File: src/rtl/div_iter_pkg.sv
// Shared definitions for the iterative divider.
// State encodings, widths and the latched sign bundle.
package div_iter_pkg;

    localparam int WORD  = 32;
    localparam int DWORD = 2 * WORD;

    localparam logic [1:0] DIV_IDLE = 2'd0;
    localparam logic [1:0] DIV_CALC = 2'd1;
    localparam logic [1:0] DIV_DONE = 2'd2;

    typedef struct packed {
        logic qneg;
        logic rneg;
    } div_sign_t;

endpackage

File: src/rtl/div_iter_sign_fix.sv
// Conditional two's-complement negate.
// Used for operand magnitudes and final result signs.
module div_sign_fix
    import div_iter_pkg::*;
#(
    parameter int WIDTH = WORD
) (
    input  logic             neg,
    input  logic [WIDTH-1:0] value,
    output logic [WIDTH-1:0] fixed
);

    assign fixed = neg ? (~value + WIDTH'(1)) : value;

endmodule

File: src/rtl/div_iter.sv
// Radix-2 restoring divider for DIV/DIVU.
// Result is {remainder, quotient}, pulsed with div_ready.
module div_iter
    import div_iter_pkg::*;
#(
    parameter int WIDTH = WORD
) (
    input  logic               clk,
    input  logic               resetn,
    input  logic               div_start,
    input  logic               div_signed,
    input  logic [WIDTH-1:0]   div_opr1,
    input  logic [WIDTH-1:0]   div_opr2,
    input  logic               div_cancel,
    output logic               div_ready,
    output logic [2*WIDTH-1:0] div_res
);

    localparam int CW = $clog2(WIDTH);

    logic [1:0]       state;
    logic [CW-1:0]    cnt;
    logic [WIDTH-1:0] rem;
    logic [WIDTH-1:0] quo;
    logic [WIDTH-1:0] dvs;
    div_sign_t        sgn;

    logic [WIDTH-1:0] abs1;
    logic [WIDTH-1:0] abs2;
    logic [WIDTH-1:0] rem_fix;
    logic [WIDTH-1:0] quo_fix;
    logic [WIDTH-1:0] rem_nxt;
    logic [WIDTH-1:0] quo_nxt;
    logic [WIDTH:0]   trial;
    logic             borrow;
    logic             trial_unused;

    div_sign_fix #(.WIDTH(WIDTH)) u_abs1 (
        .neg   (div_signed & div_opr1[WIDTH-1]),
        .value (div_opr1),
        .fixed (abs1)
    );

    div_sign_fix #(.WIDTH(WIDTH)) u_abs2 (
        .neg   (div_signed & div_opr2[WIDTH-1]),
        .value (div_opr2),
        .fixed (abs2)
    );

    // Signs are applied to the final-step values so div_res is ready on DONE entry
    div_sign_fix #(.WIDTH(WIDTH)) u_quo_fix (
        .neg   (sgn.qneg),
        .value (quo_nxt),
        .fixed (quo_fix)
    );

    div_sign_fix #(.WIDTH(WIDTH)) u_rem_fix (
        .neg   (sgn.rneg),
        .value (rem_nxt),
        .fixed (rem_fix)
    );

    // Borrow is kept separately: the shifted partial remainder can exceed WIDTH bits
    always_comb begin
        {borrow, trial} = {2'b00, rem, quo[WIDTH-1]} - {2'b00, dvs};
        trial_unused    = trial[WIDTH];
        rem_nxt         = borrow ? {rem[WIDTH-2:0], quo[WIDTH-1]}
                                 : trial[WIDTH-1:0];
        quo_nxt         = {quo[WIDTH-2:0], ~borrow};
    end

    assign div_ready = (state == DIV_DONE) & ~div_cancel;

    always_ff @(posedge clk or negedge resetn) begin
        if (!resetn) begin
            state   <= DIV_IDLE;
            cnt     <= '0;
            rem     <= '0;
            quo     <= '0;
            dvs     <= '0;
            sgn     <= '0;
            div_res <= '0;
        end else if (div_cancel) begin
            state <= DIV_IDLE;
            cnt   <= '0;
        end else begin
            unique case (state)
                DIV_IDLE: begin
                    if (div_start) begin
                        sgn.qneg <= div_signed &
                                    (div_opr1[WIDTH-1] ^ div_opr2[WIDTH-1]);
                        sgn.rneg <= div_signed & div_opr1[WIDTH-1];
                        quo      <= abs1;
                        dvs      <= abs2;
                        rem      <= '0;
                        cnt      <= '0;
                        if (div_opr2 == '0) begin
                            state   <= DIV_DONE;
                            div_res <= {div_opr1, {WIDTH{1'b1}}};
                        end else begin
                            state <= DIV_CALC;
                        end
                    end
                end
                DIV_CALC: begin
                    rem <= rem_nxt;
                    quo <= quo_nxt;
                    cnt <= cnt + CW'(1);
                    if (cnt == CW'(WIDTH - 1)) begin
                        state   <= DIV_DONE;
                        div_res <= {rem_fix, quo_fix};
                    end
                end
                DIV_DONE: state <= DIV_IDLE;
                default:  state <= DIV_IDLE;
            endcase
        end
    end

endmodule

File: config.mk
export PLATFORM = sky130hd
export DESIGN_NAME = div_iter
export DESIGN_NICKNAME = d
export VERILOG_FILES = /design/src/rtl/div_iter_pkg.sv /design/src/rtl/div_iter_sign_fix.sv /design/src/rtl/div_iter.sv
export SDC_FILE = /design/constraint.sdc
export NUM_CORES = 1
export LEC_CHECK = 0
export BUFFER_PORTS_ARGS = -buffer_cell sky130_fd_sc_hd__buf_2
export CAP_MARGIN = 20
export CORE_UTILIZATION = 30
export CTS_CLUSTER_DIAMETER = 200
export DETAILED_ROUTE_END_ITERATION = 12
export PLACE_DENSITY_LB_ADDON = 0.1
export SLEW_MARGIN = 40
export SYNTH_ARGS = -nofsm -noshare
export SYNTH_HDL_FRONTEND = slang
export SYNTH_HIERARCHICAL = 1
export SYNTH_SLANG_ARGS = --single-unit
File: constraint.sdc
create_clock -name clk -period 4.47 [get_ports clk]
set_input_delay 0.6705 -clock clk [delete_from_list [all_inputs] [get_ports clk]]
set_output_delay 0.6705 -clock clk [all_outputs]
set_load 0.01 [all_outputs]
Word-level counts from Yosys, hierarchy flattened
Index checks and enable logic that the tools add are counted.

word-level totals
  flip-flop bits (word level) = 169
  input port bits = 69
  output and inout bits = 65
  word-level logic and storage cells = 63

cells by class
  add/sub/neg operators = 6
  equality and inequality tests = 8
  muxes and demuxes = 21
  bitwise operators = 11
  reduce and logical (&&, ||, !) cells = 9

operators by type and width
  operator                                                         number
  32-bit 2-to-1 mux                                                7
  64-bit 2-to-1 mux                                                3
  32-bit by 1-bit adder with 32-bit output, second input constant  4
  32-bit inverter                                                  4
  32-bit case mux with 2 select lines                              2
  64-bit case mux with 2 select lines                              1
  33-bit by 32-bit subtractor with 34-bit output                   1
  32-bit logical NOT                                               1
  5-bit 2-to-1 mux                                                 2
  5-bit case mux with 2 select lines                               1
  2-bit 2-to-1 mux                                                 4
  2-bit != test, second input constant                             3
  3-bit != test, second input constant                             2
  3-bit AND reduction                                              2
  5-bit by 1-bit adder with 5-bit output, second input constant    1
  5-bit == test, second input constant                             1
  5-bit AND reduction                                              1
  1-bit AND                                                        4
  2-bit case mux with 2 select lines                               1
  2-bit AND reduction                                              2
  3-bit nonzero test                                               1
  2-bit by 1-bit == test with 1-bit output, second input constant  1
  2-bit == test, second input constant                             1
  2-bit logical NOT                                                1
  3 further kinds                                                  4

Logic depth before layout (Yosys ltp)
  depth in word-level cells = 7
  gate-level depth with buffers = 19
  gate-level depth less buffers = 18

Modules after synthesis
The synthesis kept the hierarchy.

modules (own cells, without submodules)
  module        instances  cells each  area each (um2)  seq. area each (um2)
  div_iter      1          960         9177.6           4229.1
  div_sign_fix  4          99          777.0            0.0

Least setup slack after synthesis
No wires, ideal clock.

  path type = register -> register
  from = reg rem[3]
  to = reg div_res[59]
  setup time = 0.083 ns
  data arrival time = 3.964 ns
  data required time = 4.387 ns
  setup slack = 0.423 ns
  cell stages (with the launch flop) = 17
  path buffers = 1
  period minus slack after synthesis = 4.047 ns
  cells stage by stage = dfrtp_1 ha_1 a21o_1 a31oi_1 a211oi_2 a211oi_2 nor4_2 o2111a_2 a21o_4 buf_6 mux2_4 nor4_4 nand4b_2 o41ai_2 xnor2_1 mux2i_1 o21ai_0

between the ends
  word-level cells in the longest chain between the ends = 7

RTL lines
  item                                            RTL line                 source
  start, declared                                 div_iter.sv:23           logic [WIDTH-1:0] rem;
  start signal, assigned                          div_iter.sv:106          rem <= rem_nxt;
  33-bit by 32-bit subtractor with 34-bit output  div_iter.sv:65           {borrow, trial} = {2'b00, rem, quo[WIDTH-1]} - {2'b00, dvs};
  32-bit 2-to-1 mux                               div_iter.sv:67           rem_nxt = borrow ? {rem[WIDTH-2:0], quo[WIDTH-1]}
  named net rem_nxt[6]                            div_iter.sv:32           logic [WIDTH-1:0] rem_nxt;
  32-bit inverter                                 div_iter_sign_fix.sv:13  assign fixed = neg ? (~value + WIDTH'(1)) : value;
  32-bit by 1-bit adder with 32-bit output        div_iter_sign_fix.sv:13
  32-bit 2-to-1 mux                               div_iter_sign_fix.sv:13
  named net rem_fix[27]                           div_iter.sv:30           logic [WIDTH-1:0] rem_fix;
  64-bit 2-to-1 mux                               div_iter.sv:109          if (cnt == CW'(WIDTH - 1)) begin
  64-bit case mux with 2 select lines             div_iter.sv:87           unique case (state)
  end signal, assigned                            div_iter.sv:99           div_res <= {div_opr1, {WIDTH{1'b1}}};
  end signal, assigned                            div_iter.sv:111          div_res <= {rem_fix, quo_fix};
  end, declared                                   div_iter.sv:16           output logic [2*WIDTH-1:0] div_res

The timed path passes the listed nets, and every way through them passes these cells. The select of a mux whose other input is x is not followed.
A chain may end at the register's enable or synchronous reset.

Worst setup path in the final report
  from = reg dvs[4]
  to = reg div_res[59]

between the ends
  word-level cells in the longest chain between the ends = 7

RTL lines
  item                                            RTL line                 source
  start, declared                                 div_iter.sv:25           logic [WIDTH-1:0] dvs;
  start signal, assigned                          div_iter.sv:94           dvs <= abs2;
  33-bit by 32-bit subtractor with 34-bit output  div_iter.sv:65
  32-bit 2-to-1 mux                               div_iter.sv:67
  named net rem_nxt[13]                           div_iter.sv:32
  32-bit inverter                                 div_iter_sign_fix.sv:13
  32-bit by 1-bit adder with 32-bit output        div_iter_sign_fix.sv:13
  32-bit 2-to-1 mux                               div_iter_sign_fix.sv:13
  named net rem_fix[27]                           div_iter.sv:30
  64-bit 2-to-1 mux                               div_iter.sv:109
  64-bit case mux with 2 select lines             div_iter.sv:87

The timed path passes the listed nets, and every way through them passes these cells. The select of a mux whose other input is x is not followed.

==> metrics.txt <==
share of cells above drive strength 1=23.2%; initial antenna violation count=0; Cell Chain, Critical Path=inv_1 -> ha_2 -> a21o_1 -> a31oi_2 -> a211oi_2 -> a211oi_2 -> nor4_2 -> o2111a_2 -> a21o_4 -> buf_4 -> buf_4 -> mux2_4 -> nor4_4 -> buf_4 -> nand3_2 -> o41ai_4 -> xnor2_1 -> mux2i_1 -> o21ai_0; DR vias=approximately 10000; critical path class=reg2reg; XOR/XNOR Fraction of Synth Area=a little over a tenth; endpoints failing hold=0; ys async rst share=100%; cell with the most instances after synthesis=nand2_1; delay-heaviest family, CP=compound AO/OA/AOI/OAI gates; drc violations=0; fraction of synthesized area in multiplexers=8.68%; post-route ant nets=0; Skew-Pair Late Insertion Delay=about 0.45 ns; Synth Cell Area=12300 sq um; Synth area leader=dfrtp_1; Yosys top cell area share=between 30% and 40%; minimum clock period=~4.3 ns; maximum vdd ir drop=0.000180 V; Core Util, Final=between 30% and 40%; Max H-tree Level=4; pwr dens=approximately 430 nW/um^2; nets=1624; CTS clock-pin slew for the worst setup and hold paths=0.07 ns; status=finished, final reports clean; post-synthesis simple-gate area fraction=17.7%; total iterations of the first detailed-routing run=5; RSZ-0062 raised after global routing=true; Fillers=about 4200; required time worst endpoint=4.84 ns; post-synthesis compound-gate area fraction=between 20% and 30%; internal reg-to-reg setup slack=roughly 0.15 ns; commonest cells in the netlist=200 x nand2_1, 183 x o21ai_0, 169 x dfrtp_1, 143 x xnor2_1, 66 x mux2i_1; non-filler cells, final=about 2000; reg2reg path depth=19; largest family of logic cells by synthesized area=compound AO/OA/AOI/OAI gates; Die Wd=204 microns; Post-synth top flop=dfrtp_1; crit path buf inv count=4; vias per cell=4.98; final worst slack=approximately 0.15 ns; dpl cell area=~14000 sq um; leak pwr=0.00649 uW; GPL Wtd Cong=around 0.81; Mapped Cells=1356; WL per Instance=around 17 microns; global-route wire length before repair=roughly 56000 microns; Max Freq=around 0.23 GHz; IO Pins=134; CP Launch Type=flip-flop; Rel. slew slack=a little under half; drt total wl=35800 microns; pin count of the biggest net entering global routing=130; CP arrival=4.69 ns; reg-to-reg endpoint=div_res[59]; Adder-Cell Fraction of Synth Area=between 4 and 5%; measured slew at the worst slew-check pin=slightly above 0.8 ns; Finish-stage setup viols=0; IO buf count=approximately 130; CTS Sinks=approximately 170; Post-synth EDFFs=0; hold buffers post-CTS=0; DP HPWL=27100 microns; worst min path class=in2async; total gr overflow=0; CTS buffer count=17; post-synth cell types=62; top post-synthesis cells by area=dfrtp_1 34%, xnor2_1 10%, o21ai_0 7.5%; Seq/Total Area, Yosys=approximately a third; Critical Path End Type=flip-flop; CP max FO=6; Synth Area per Inst=between 9 and 10 sq um; Slew Limit Fails=0; std cell rows=73; reg2reg start=dvs[4]; Slowest cell on crit path=dfrtp_1; crit-path max cell delay=~0.36 ns; Diodes inserted=0; placed cells=2017; Mapped Nets=1464; Final period util=roughly 97%; Initial Util=between 30% and 40%; Longest Clk Path Bufs=2; Die ar.=41800 sq um; TritonCTS clock tree=yes; Area growth, synth to finish=20.0%; via count of the first global-routing pass=about 10000; DIE HEIGHT=roughly 200 microns; first-iteration detailed-routing DRC count=414; clk root buf=clkbuf_16; maxcap violations=0; Global Route Usage Sum=between 10% and 20%; Critical Path Most Common Cell=buf_4; Place WS=-0.113 ns; FF+latch count, synth=~170; core area=~40000 sq um; Synth warnings=6; final instance area=roughly 15000 sq um; clk_skew=about 0.015 ns
worst reg2reg max path, delay by kind of cell, from the launching register on:
kind,cells,cell delay (ns)
AOI/OAI and AO/OA,8,1.88
and+or+nand+nor,3,0.57
buffers and inverters,4,0.56
muxes,2,0.40
DFF,1,0.36
adders and majority gates,1,0.32
xor gates and xnor gates,1,0.17
worst max-delay path by stage:
stage / startpoint / endpoint / slack (ns) / cells after the start
global placement: quo[31] / div_res[62] / -0.07 / 19
finish: dvs[4] / div_res[59] / 0.15 / 19
global route: dvs[4] / div_res[58] / -0.06 / 20
detailed placement: quo[31] / div_res[62] / -0.11 / 19
floorplan: rem[3] / div_res[59] / 0.42 / 16
CTS: rem[3] / div_res[62] / 0.0008 / 17
power by group:
| part | internal, uW | switching, uW | total, uW |
|---|---|---|---|
| combinational | 1040 | 1350 | 2390 |
| sequential | 1960 | 386 | 2350 |
| clock | 910 | 671 | 1580 |
| total | 3920 | 2410 | 6320 |
sequential cells by signal (all words and copies together), names as in the netlist:
register and cells:
cnt 5, sgn 2, quo 32, dvs 32, div_res 64, rem 32
state 2
area by class of cell:
cell class	count	area [sq um]	area share (%)
Clock buffer	21	460	3.12
Clock inverter	10	145	0.984
Inverter	48	180	1.22
Multi-Input combinational cell	1065	7750	52.6
Sequential cell	169	4230	28.7
Tap cell	525	657	4.46
Timing Repair Buffer	215	1320	8.94
cell usage in the layout (no fill, tap or decap), types with 14 or more instances in the layout:
| master | netlist | final |
|---|---|---|
| inv_1 | 48 | 48 |
| mux2i_1 | 66 | 66 |
| o41ai_2 | 16 | 19 |
| dfrtp_1 | 169 | 168 |
| mux2_4 | 24 | 24 |
| buf_2 | 0 | 132 |
| buf_4 | 5 | 78 |
| nor4_4 | 16 | 17 |
| a22o_1 | 29 | 29 |
| xnor2_1 | 143 | 143 |
| a21oi_1 | 31 | 30 |
| nand4_1 | 21 | 21 |
| nor4_1 | 16 | 14 |
| o41ai_1 | 21 | 16 |
| ha_1 | 38 | 36 |
| nor2_1 | 61 | 60 |
| o31ai_1 | 35 | 31 |
| clkbuf_16 | 0 | 17 |
| a21o_1 | 16 | 16 |
| nand3_1 | 16 | 14 |
| nand2_1 | 200 | 199 |
| nand2b_1 | 15 | 15 |
| o21ai_0 | 183 | 176 |
through the flow:
step	hold slack [ns]	total power, uW	TNS, ns
finish	0.191	6320	0
global route	0.239	6810	-0.248
CTS	0.235	6360	0
detailed placement	0.464	4750	-0.334
global placement	0.456	4730	-0.113
floorplan	0.375	3800	0
what timing repair did:
item,CTS,global route
cloned,0,1
endpoints found under the setup margin,6,27
gates resized for setup,2,34
pin swaps,0,14
buffers inserted,3,1
cell families (layout without fill, tap and decap cells):
kind of cell	after synthesis	count (layout)
simple gates	409	409
compound gates	373	374
flops	169	169
xor+xnor	149	149
buf+inv	123	294
mux	94	94
fa+ha+maj	39	39
routing by layer:
layer / wire (microns) / share of wire, % / track usage, % / up-vias
li1: - / - / - / 5177
met1: 17900 / 50 / 23.7 / 4844
met2: 16400 / 46 / 28.1 / 155
met3: 750 / 2.1 / 1.98 / 38
met4: 743 / 2.1 / 5.57 / 0
met5: 0 / 0 / 0 / -
Power figures use the tool's default switching activity.
